### src/rtl/word_field_reader_pkg.sv
// Shared types for the packed-word field reader: word layout, FSM states, default sizes.
// Latency: none (types and constants only).
// Backpressure: not applicable.
package word_field_reader_pkg;

   localparam int DEF_FIELD_W = 8;
   localparam int DEF_NFIELDS = 2;

   // Register-file word as seen by the writer: high field in the upper bits.
   typedef struct packed {
      logic [DEF_FIELD_W-1:0] high;
      logic [DEF_FIELD_W-1:0] low;
   } word_t;

   typedef enum logic [1:0] {
      IDLE,
      LOAD,
      EMIT
   } rd_state_t;

endpackage

### src/rtl/word_field_reader_fifo.sv
// Generic DEPTH-entry FIFO with registered empty flag and registered push-ready.
// Latency: a pushed entry is visible at the head one cycle after the push.
// Backpressure: push_rdy is registered (low while full), so there is no comb path from pop to push_rdy.
module word_field_reader_fifo #(
   parameter int WIDTH = 18,
   parameter int DEPTH = 2
) (
   input  logic             clk,
   input  logic             rst_n,
   input  logic             push,
   input  logic [WIDTH-1:0] push_dat,
   input  logic             pop,
   output logic [WIDTH-1:0] pop_dat,
   output logic             empty,
   output logic             push_rdy
);
   localparam int AW = $clog2(DEPTH);

   logic [WIDTH-1:0] mem [DEPTH];
   logic [AW-1:0]    wr_ptr;
   logic [AW-1:0]    rd_ptr;
   logic [AW:0]      cnt;
   logic [AW:0]      cnt_next;

   // occupancy after this cycle's push/pop, used to register the flags
   always_comb begin
      cnt_next = cnt;
      if (push && !pop) begin
         cnt_next = cnt + 1'b1;
      end else if (!push && pop) begin
         cnt_next = cnt - 1'b1;
      end
   end

   // pointers, occupancy and registered flags; push_rdy stays low through reset
   always_ff @(posedge clk) begin
      if (!rst_n) begin
         wr_ptr   <= '0;
         rd_ptr   <= '0;
         cnt      <= '0;
         empty    <= 1'b1;
         push_rdy <= 1'b0;
      end else begin
         if (push) wr_ptr <= wr_ptr + 1'b1;
         if (pop)  rd_ptr <= rd_ptr + 1'b1;
         cnt      <= cnt_next;
         empty    <= (cnt_next == '0);
         push_rdy <= (cnt_next != (AW+1)'(DEPTH));
      end
   end

   // storage; data needs no reset because the flags gate every read
   always_ff @(posedge clk) begin
      if (push) mem[wr_ptr] <= push_dat;
   end

   assign pop_dat = mem[rd_ptr];

endmodule

### src/rtl/word_field_reader.sv
// Streams the written fields of buffered packed words, one field per beat, skipping unwritten ones.
// Latency: first beat valid 2 cycles after a word is accepted while idle; one LOAD bubble between words.
// Backpressure: out_ready low holds the current beat stable; in_ready (registered) drops when the buffer is full.
module word_field_reader
   import word_field_reader_pkg::*;
#(
   parameter int FIELD_W    = DEF_FIELD_W,
   parameter int NFIELDS    = DEF_NFIELDS,
   parameter bit HIGH_FIRST = 1'b1,
   parameter int DEPTH      = 2
) (
   input  logic                       clk,
   input  logic                       rst_n,
   input  logic                       in_valid,
   output logic                       in_ready,
   input  logic [NFIELDS*FIELD_W-1:0] in_word,
   input  logic [NFIELDS-1:0]         in_fmask,
   output logic                       out_valid,
   input  logic                       out_ready,
   output logic [FIELD_W-1:0]         out_field,
   output logic [$clog2(NFIELDS)-1:0] out_idx,
   output logic                       out_last,
   output logic [7:0]                 drop_cnt
);
   localparam int WORD_W = NFIELDS * FIELD_W;
   localparam int IDX_W  = $clog2(NFIELDS);
   localparam int ENT_W  = WORD_W + NFIELDS;

   rd_state_t          state;
   logic [WORD_W-1:0]  word_q;
   logic [NFIELDS-1:0] rem_q;
   logic               in_acc;
   logic               fifo_push;
   logic               fifo_pop;
   logic               fifo_empty;
   logic [ENT_W-1:0]   head_dat;
   logic [WORD_W-1:0]  src_word;
   logic [NFIELDS-1:0] src_mask;
   logic [NFIELDS-1:0] rem_next;
   logic [IDX_W-1:0]   pick_idx;
   logic [FIELD_W-1:0] pick_field;
   logic               pick_last;

   assign in_acc    = in_valid & in_ready;
   assign fifo_push = in_acc & (|in_fmask);
   assign fifo_pop  = (state == LOAD);

   word_field_reader_fifo #(
      .WIDTH (ENT_W),
      .DEPTH (DEPTH)
   ) u_fifo (
      .clk      (clk),
      .rst_n    (rst_n),
      .push     (fifo_push),
      .push_dat ({in_fmask, in_word}),
      .pop      (fifo_pop),
      .pop_dat  (head_dat),
      .empty    (fifo_empty),
      .push_rdy (in_ready)
   );

   // pick the next field: from the buffer head while loading, otherwise from the remaining mask
   always_comb begin
      src_word = (state == LOAD) ? head_dat[WORD_W-1:0] : word_q;
      src_mask = (state == LOAD) ? head_dat[ENT_W-1:WORD_W] : rem_q;
      pick_idx = '0;
      if (HIGH_FIRST) begin
         for (int i = 0; i < NFIELDS; i++) begin
            if (src_mask[i]) pick_idx = IDX_W'(i);
         end
      end else begin
         for (int i = NFIELDS - 1; i >= 0; i--) begin
            if (src_mask[i]) pick_idx = IDX_W'(i);
         end
      end
      pick_field = '0;
      for (int i = 0; i < NFIELDS; i++) begin
         if (IDX_W'(i) == pick_idx) pick_field = src_word[i*FIELD_W +: FIELD_W];
      end
      rem_next           = src_mask;
      rem_next[pick_idx] = 1'b0;
      pick_last          = (rem_next == '0);
   end

   // load/emit sequencer with registered beat outputs held while the consumer stalls
   always_ff @(posedge clk) begin
      if (!rst_n) begin
         state     <= IDLE;
         word_q    <= '0;
         rem_q     <= '0;
         out_valid <= 1'b0;
         out_field <= '0;
         out_idx   <= '0;
         out_last  <= 1'b0;
      end else begin
         case (state)
            IDLE: begin
               if (!fifo_empty) state <= LOAD;
            end
            LOAD: begin
               word_q    <= src_word;
               rem_q     <= rem_next;
               out_valid <= 1'b1;
               out_field <= pick_field;
               out_idx   <= pick_idx;
               out_last  <= pick_last;
               state     <= EMIT;
            end
            EMIT: begin
               if (out_ready) begin
                  if (out_last) begin
                     out_valid <= 1'b0;
                     state     <= fifo_empty ? IDLE : LOAD;
                  end else begin
                     rem_q     <= rem_next;
                     out_field <= pick_field;
                     out_idx   <= pick_idx;
                     out_last  <= pick_last;
                  end
               end
            end
            default: state <= IDLE;
         endcase
      end
   end

   // count words that arrive with nothing written; saturates rather than wrapping
   always_ff @(posedge clk) begin
      if (!rst_n) begin
         drop_cnt <= '0;
      end else if (in_acc && (in_fmask == '0) && (drop_cnt != 8'hFF)) begin
         drop_cnt <= drop_cnt + 8'd1;
      end
   end

endmodule

### config.mk
export PLATFORM = sky130hd
export DESIGN_NAME = word_field_reader
export DESIGN_NICKNAME = d
export VERILOG_FILES = /design/src/rtl/word_field_reader_pkg.sv /design/src/rtl/word_field_reader_fifo.sv /design/src/rtl/word_field_reader.sv
export SDC_FILE = /design/constraint.sdc
export NUM_CORES = 1
export LEC_CHECK = 0
export ABC_AREA = 1
export CAP_MARGIN = 25
export CORE_UTILIZATION = 50
export DETAILED_ROUTE_END_ITERATION = 16
export PLACE_DENSITY = 0.76
export SETUP_SLACK_MARGIN = 0.05
export SYNTH_ARGS = -nofsm -noshare
export SYNTH_HDL_FRONTEND = slang
export SYNTH_SLANG_ARGS = --single-unit
### constraint.sdc
create_clock -name clk -period 1.9 [get_ports clk]
set_input_delay 0.38 -clock clk [delete_from_list [all_inputs] [get_ports clk]]
set_output_delay 0.38 -clock clk [all_outputs]
set_load 0.05 [all_outputs]
## After elaboration in Yosys (flattened, before gate mapping)

Memories as Yosys holds them, arrays and structs flattened. A register that Yosys moved wholly into a read port is not among the register bits.
Index checks and enable logic that the tools add are counted.

| storage, ports and cells | value |
|---|---|
| register bits | 45 |
| bits in writable memories | 36 |
| input bits | 22 |
| word-level logic and storage cells | 82 |
| memories | 1 |

| operators by class | value |
|---|---|
| add/subtract/negate cells | 5 |
| order comparisons | 2 |
| equality and inequality tests | 8 |
| muxes and demuxes | 32 |
| bitwise operators | 4 |
| reductions and logical operators | 17 |

Memories:

| memory | depth | width | read ports | clocked after memory_dff | wr ports | RTL line | text |
|---|---|---|---|---|---|---|---|
| u_fifo.mem | 2 | 18 | 1 | 1 | 1 | word_field_reader_fifo.sv:19 | `logic [WIDTH-1:0] mem [DEPTH];` |

Operators by type and width:

| operator | count |
|---|---|
| 8-bit two-way mux | 3 |
| 16-bit two-way mux | 1 |
| 2-bit two-way mux | 8 |
| 8-bit case mux with 2 select lines | 1 |
| 1-bit two-way mux | 13 |
| 2-bit inequality test (second input constant) | 5 |
| 3-bit AND reduction | 3 |
| 8-bit by 1-bit adder with 8-bit output (second input constant) | 1 |
| 2-bit zero test | 4 |
| 8-bit inequality test (second input constant) | 1 |
| 1-bit case mux with 2 select lines | 3 |
| 2-bit case mux with 3 select lines | 1 |
| 1-bit logical AND | 5 |
| 2-bit case mux with 2 select lines | 1 |
| 1-bit adder (second input constant) | 2 |
| 2-bit by 1-bit adder with 2-bit output (second input constant) | 1 |
| 1-bit AND | 2 |
| 2-bit AND | 1 |
| 2-bit by 1-bit == test with 1-bit output (second input constant) | 1 |
| 2-bit == test (second input constant) | 1 |
| 1-bit zero test | 2 |
| 1-bit by 2-bit less-than comparator with 1-bit output (second input constant) | 1 |
| 2-bit NOT | 1 |
| 2-bit AND reduction | 1 |
| 5 further kinds | 5 |

## Depth between registers and ports, before layout

| logic depth | value |
|---|---|
| word-level depth | 13 |
| mapped depth | 10 |

## By module

From an unflattened synthesis, not the netlist that was laid out.

| second synthesis, totals | value |
|---|---|
| cells, all modules | 298 |
| area, all modules | 3034.2 µm² |

By module, submodules not included:

| module | instances | cells an instance | area an instance (µm²) |
|---|---|---|---|
| word_field_reader_fifo | 1 | 95 | 1632.8 |
| word_field_reader | 1 | 203 | 1401.3 |

## Worst setup path after synthesis

No wires, ideal clock.

| timing | value |
|---|---|
| path kind | register to register |
| from | register u_fifo.push_rdy |
| to | memory u_fifo.mem[1][0] (enable) |
| setup time | 394 ps |
| arrival | 1767 ps |
| data required time | 1506 ps |
| setup slack | -261 ps |
| stages on the path, launching flop included | 5 |
| clock period less this slack | 2161 ps |
| cells stage by stage | dfxtp_1 nand2_1 inv_1 nand2_1 nor2_1 |

| between the ends | value |
|---|---|
| word-level cells in the longest chain between the ends | 4 |

Ends and longest elaborated chain:

| element | RTL line | text |
|---|---|---|
| start, declared | word_field_reader_fifo.sv:15 | `output logic push_rdy` |
| start signal, assigned | word_field_reader_fifo.sv:48 | `push_rdy <= (cnt_next != (AW+1)'(DEPTH));` |
| 1-bit AND | word_field_reader.sv:44 | `assign in_acc = in_valid & in_ready;` |
| 1-bit AND | word_field_reader.sv:45 | `assign fifo_push = in_acc & (\|in_fmask);` |
| 1-bit two-way mux | word_field_reader_fifo.sv:54 | `if (push) mem[wr_ptr] <= push_dat;` |
| 1-bit two-way mux (not written as such) | word_field_reader_fifo.sv:54 |  |
| end, declared | word_field_reader_fifo.sv:19 |  |

Every way passes these cells.

## Worst setup path in the final report

| timing | value |
|---|---|
| from | register drop_cnt[1] |
| to | output drop_cnt[1] |

RTL lines:

| element | RTL line | text |
|---|---|---|
| start, declared | word_field_reader.sv:23 | `output logic [7:0] drop_cnt` |
| start signal, assigned | word_field_reader.sv:132 | `drop_cnt <= drop_cnt + 8'd1;` |

No word-level cell between the ends.

==> reports/results.ini <==
[clocking]
cts_max_level=3
cts_setup_buffers=0
post_cts_resized=11
tritoncts=built
cts_sinks=81
cts_buffer_depth=2
cts_hold_buf=0
clkTransAtPathRegs_ps=70
numCtsBuffers=9
clk_latency_ps=350
cts_root_buf=clkbuf_8

[worst_setup_path]
slowest_stage=dlygate4sd2_1
cp_top_family=buffers and inverters
path_depth=1
timing.rr.end=out_field[3]
cp-startpoint=drop_cnt[1]
r2r-start=state[1]
reg2reg_depth=9
r2r_setup_slack_ps=460
path_class=flip-flop to output pin
critPathBufInv=1
crit_required_ps=1520
max_stage_delay_ps=550
timing.critical_path.cells=dlygate4sd2_1
path_max_fanout=4
arrival_ps=1290
crit_path_start_kind=flip-flop
critPathCapture=drop_cnt[1]
end_kind=output pin

[routing]
routed_wl_um=6400
num_vias=2652
drc=5
vias_per_cell=4.91
wl_per_cell_um=11.8
drt_first_iter_violations=147
dr.pass1.iters=13
antenna_left=0

[synth]
ys_seq_elements=81
synth_top_family_by_area=simple AND/OR/NAND/NOR gates
synthCells=410
synth-compound-area-share=0.0338
synth_fa_ha_area_frac=0.00364
yosys_warnings=0
avgSynthCellArea_um2=8.39
syn-num-nets=433
synth_cell_types=27
synth-xor-area-share=0.00764
synthSimpleGateAreaFrac=0.301
yosysSeqAreaShare=0.576
synth.mux.area_fraction=0
syn-cell-area_mm2=0.00344

[placed_design]
numPortBuffers=41
gp_congestion=0.795
hpwl_um=4360
numPlacedInstances=524

[sta]
hold_ws_ps=455
slew_violations=0
tightest_slew_ps=493
hold_violations=0
tns_ps=0
setup_viol=0
rsz0062_at_grt=false
fin_crit_ps=1670
maxSlewHeadroom=0.673
fin_skew_ps=2.67
max_freq_ghz=0.600
fin_crit_sh=0.877

[grt]
grt_pass1_vias=2464
grt_max_degree=27
antenna_found_initial=0
grt.total_usage=0.199
grt-ovfl-total=0
grt_pass1_wl_um=11200

[power_and_ir_drop]
power_leakage_nw=1.87
vdd_drop_max_v=0.000557
p_per_area_mw_per_mm2=1470

[final_layout]
layout_common_cells=156 x nand2_1, 45 x dfxtp_1, 42 x inv_1, 36 x edfxtp_1, 35 x nand3_1
finalNetCount=481
ff_latch_area_mm2=0.00198
antenna_cells=0
multi_input_area_mm2=0.00119
stdcell_count=540
nFillCells=600
syn_to_final_growth_pct=18.3
layout_commonest_cell=nand2_1
drive_above_1_share=0.0994

[worst_hold_path]
hold_class=flip-flop to flip-flop

[die]
die_area_mm2=0.00721
ioPinCount=42
die_w_um=84.9
core_mm2=0.00649
die_y_um=84.9
num_rows=29
initial_core_util=0.530

[status]
status=finished with violations
failed_checks=design-rule violations

[run]
maxCapViolCount=0

## logic make-up after synthesis
| group | Yosys count |
|---|---|
| simple gates | 243 |
| flops | 81 |
| buf+inv | 60 |
| compound gates | 22 |
| xor+xnor | 3 |
| fa+ha+maj | 1 |
## routing by layer
layer  track usage  share of wire
met4         0.100          0.020
met1         0.268           0.48
met3        0.0379          0.040
met5             0              0
met2         0.307           0.46
## layout make-up
type / instances / area share
multi-input combinational: 269 / 0.294
inverter: 49 / 0.0470
tap: 77 / 0.0237
clock inverter: 5 / 0.00553
timing repair buffer: 48 / 0.111
clock buffer: 11 / 0.0323
sequential: 81 / 0.487
## cells in the mapped netlist
master	number	area, um^2
inv_2	4	15.0
xor2_1	3	26.3
a21oi_2	1	8.76
inv_1	42	158
o21ai_0	5	25.0
buf_4	2	15.0
ha_1	1	12.5
clkinv_1	1	3.75
nand3_1	35	175
nand3_2	1	10.0
buf_2	4	20.0
nand2_1	156	586
a21oi_1	15	75.1
nand2_4	3	33.8
nor2_2	3	18.8
buf_1	1	3.75
a211oi_1	1	7.51
inv_4	1	6.26
edfxtp_1	36	1080
nand2_2	2	12.5
nor2_1	31	116
clkbuf_1	1	3.75
clkinv_4	1	8.76
buf_6	3	33.8
nand3b_1	9	67.6
dfxtp_1	45	901
nor3_1	3	15.0
## flip-flops by register name, summed over array words and instances (netlist names), 2 cells and up, named ones only
name	cells
drop_cnt	8
state	2
word_q	16
out_field	8
u_fifo.mem	36
## power breakdown
| part | total [W] | internal [W] | switching, W |
|---|---|---|---|
| Clock | 0.00105 | 0.000460 | 0.000591 |
| Combinational | 0.00255 | 0.000826 | 0.00173 |
| Sequential | 0.00239 | 0.00222 | 0.000167 |
| Total | 0.00599 | 0.00351 | 0.00249 |
## metrics by stage
step | setup slack (ps) | power, W | util | area, um^2
after floorplan | 23.7 | 0.00444 | - | 3440
after global placement | 104 | 0.00497 | 0.605 | 3930
after detailed placement | 74.7 | 0.00504 | 0.605 | 3930
after CTS | 219 | 0.00602 | 0.627 | 4070
after global routing | 168 | 0.00644 | 0.627 | 4070
final | 234 | 0.00599 | 0.627 | 4070
## worst min-delay path, stage by stage (launching register included)
cell	delay (ps)
dfxtp_1	310
nand2_1	60
a21oi_1	50
## worst min-delay path by stage
stage	startpoint	to	slack (ps)	cells after the start
after floorplan	u_fifo.empty	state[0]	410	1
after global placement	out_valid	out_valid	450	2
after detailed placement	out_valid	out_valid	450	2
after CTS	out_valid	out_valid	460	2
after global routing	u_fifo.empty	state[0]	490	1
final	out_valid	out_valid	460	2
(Power assumes the default switching activity.)
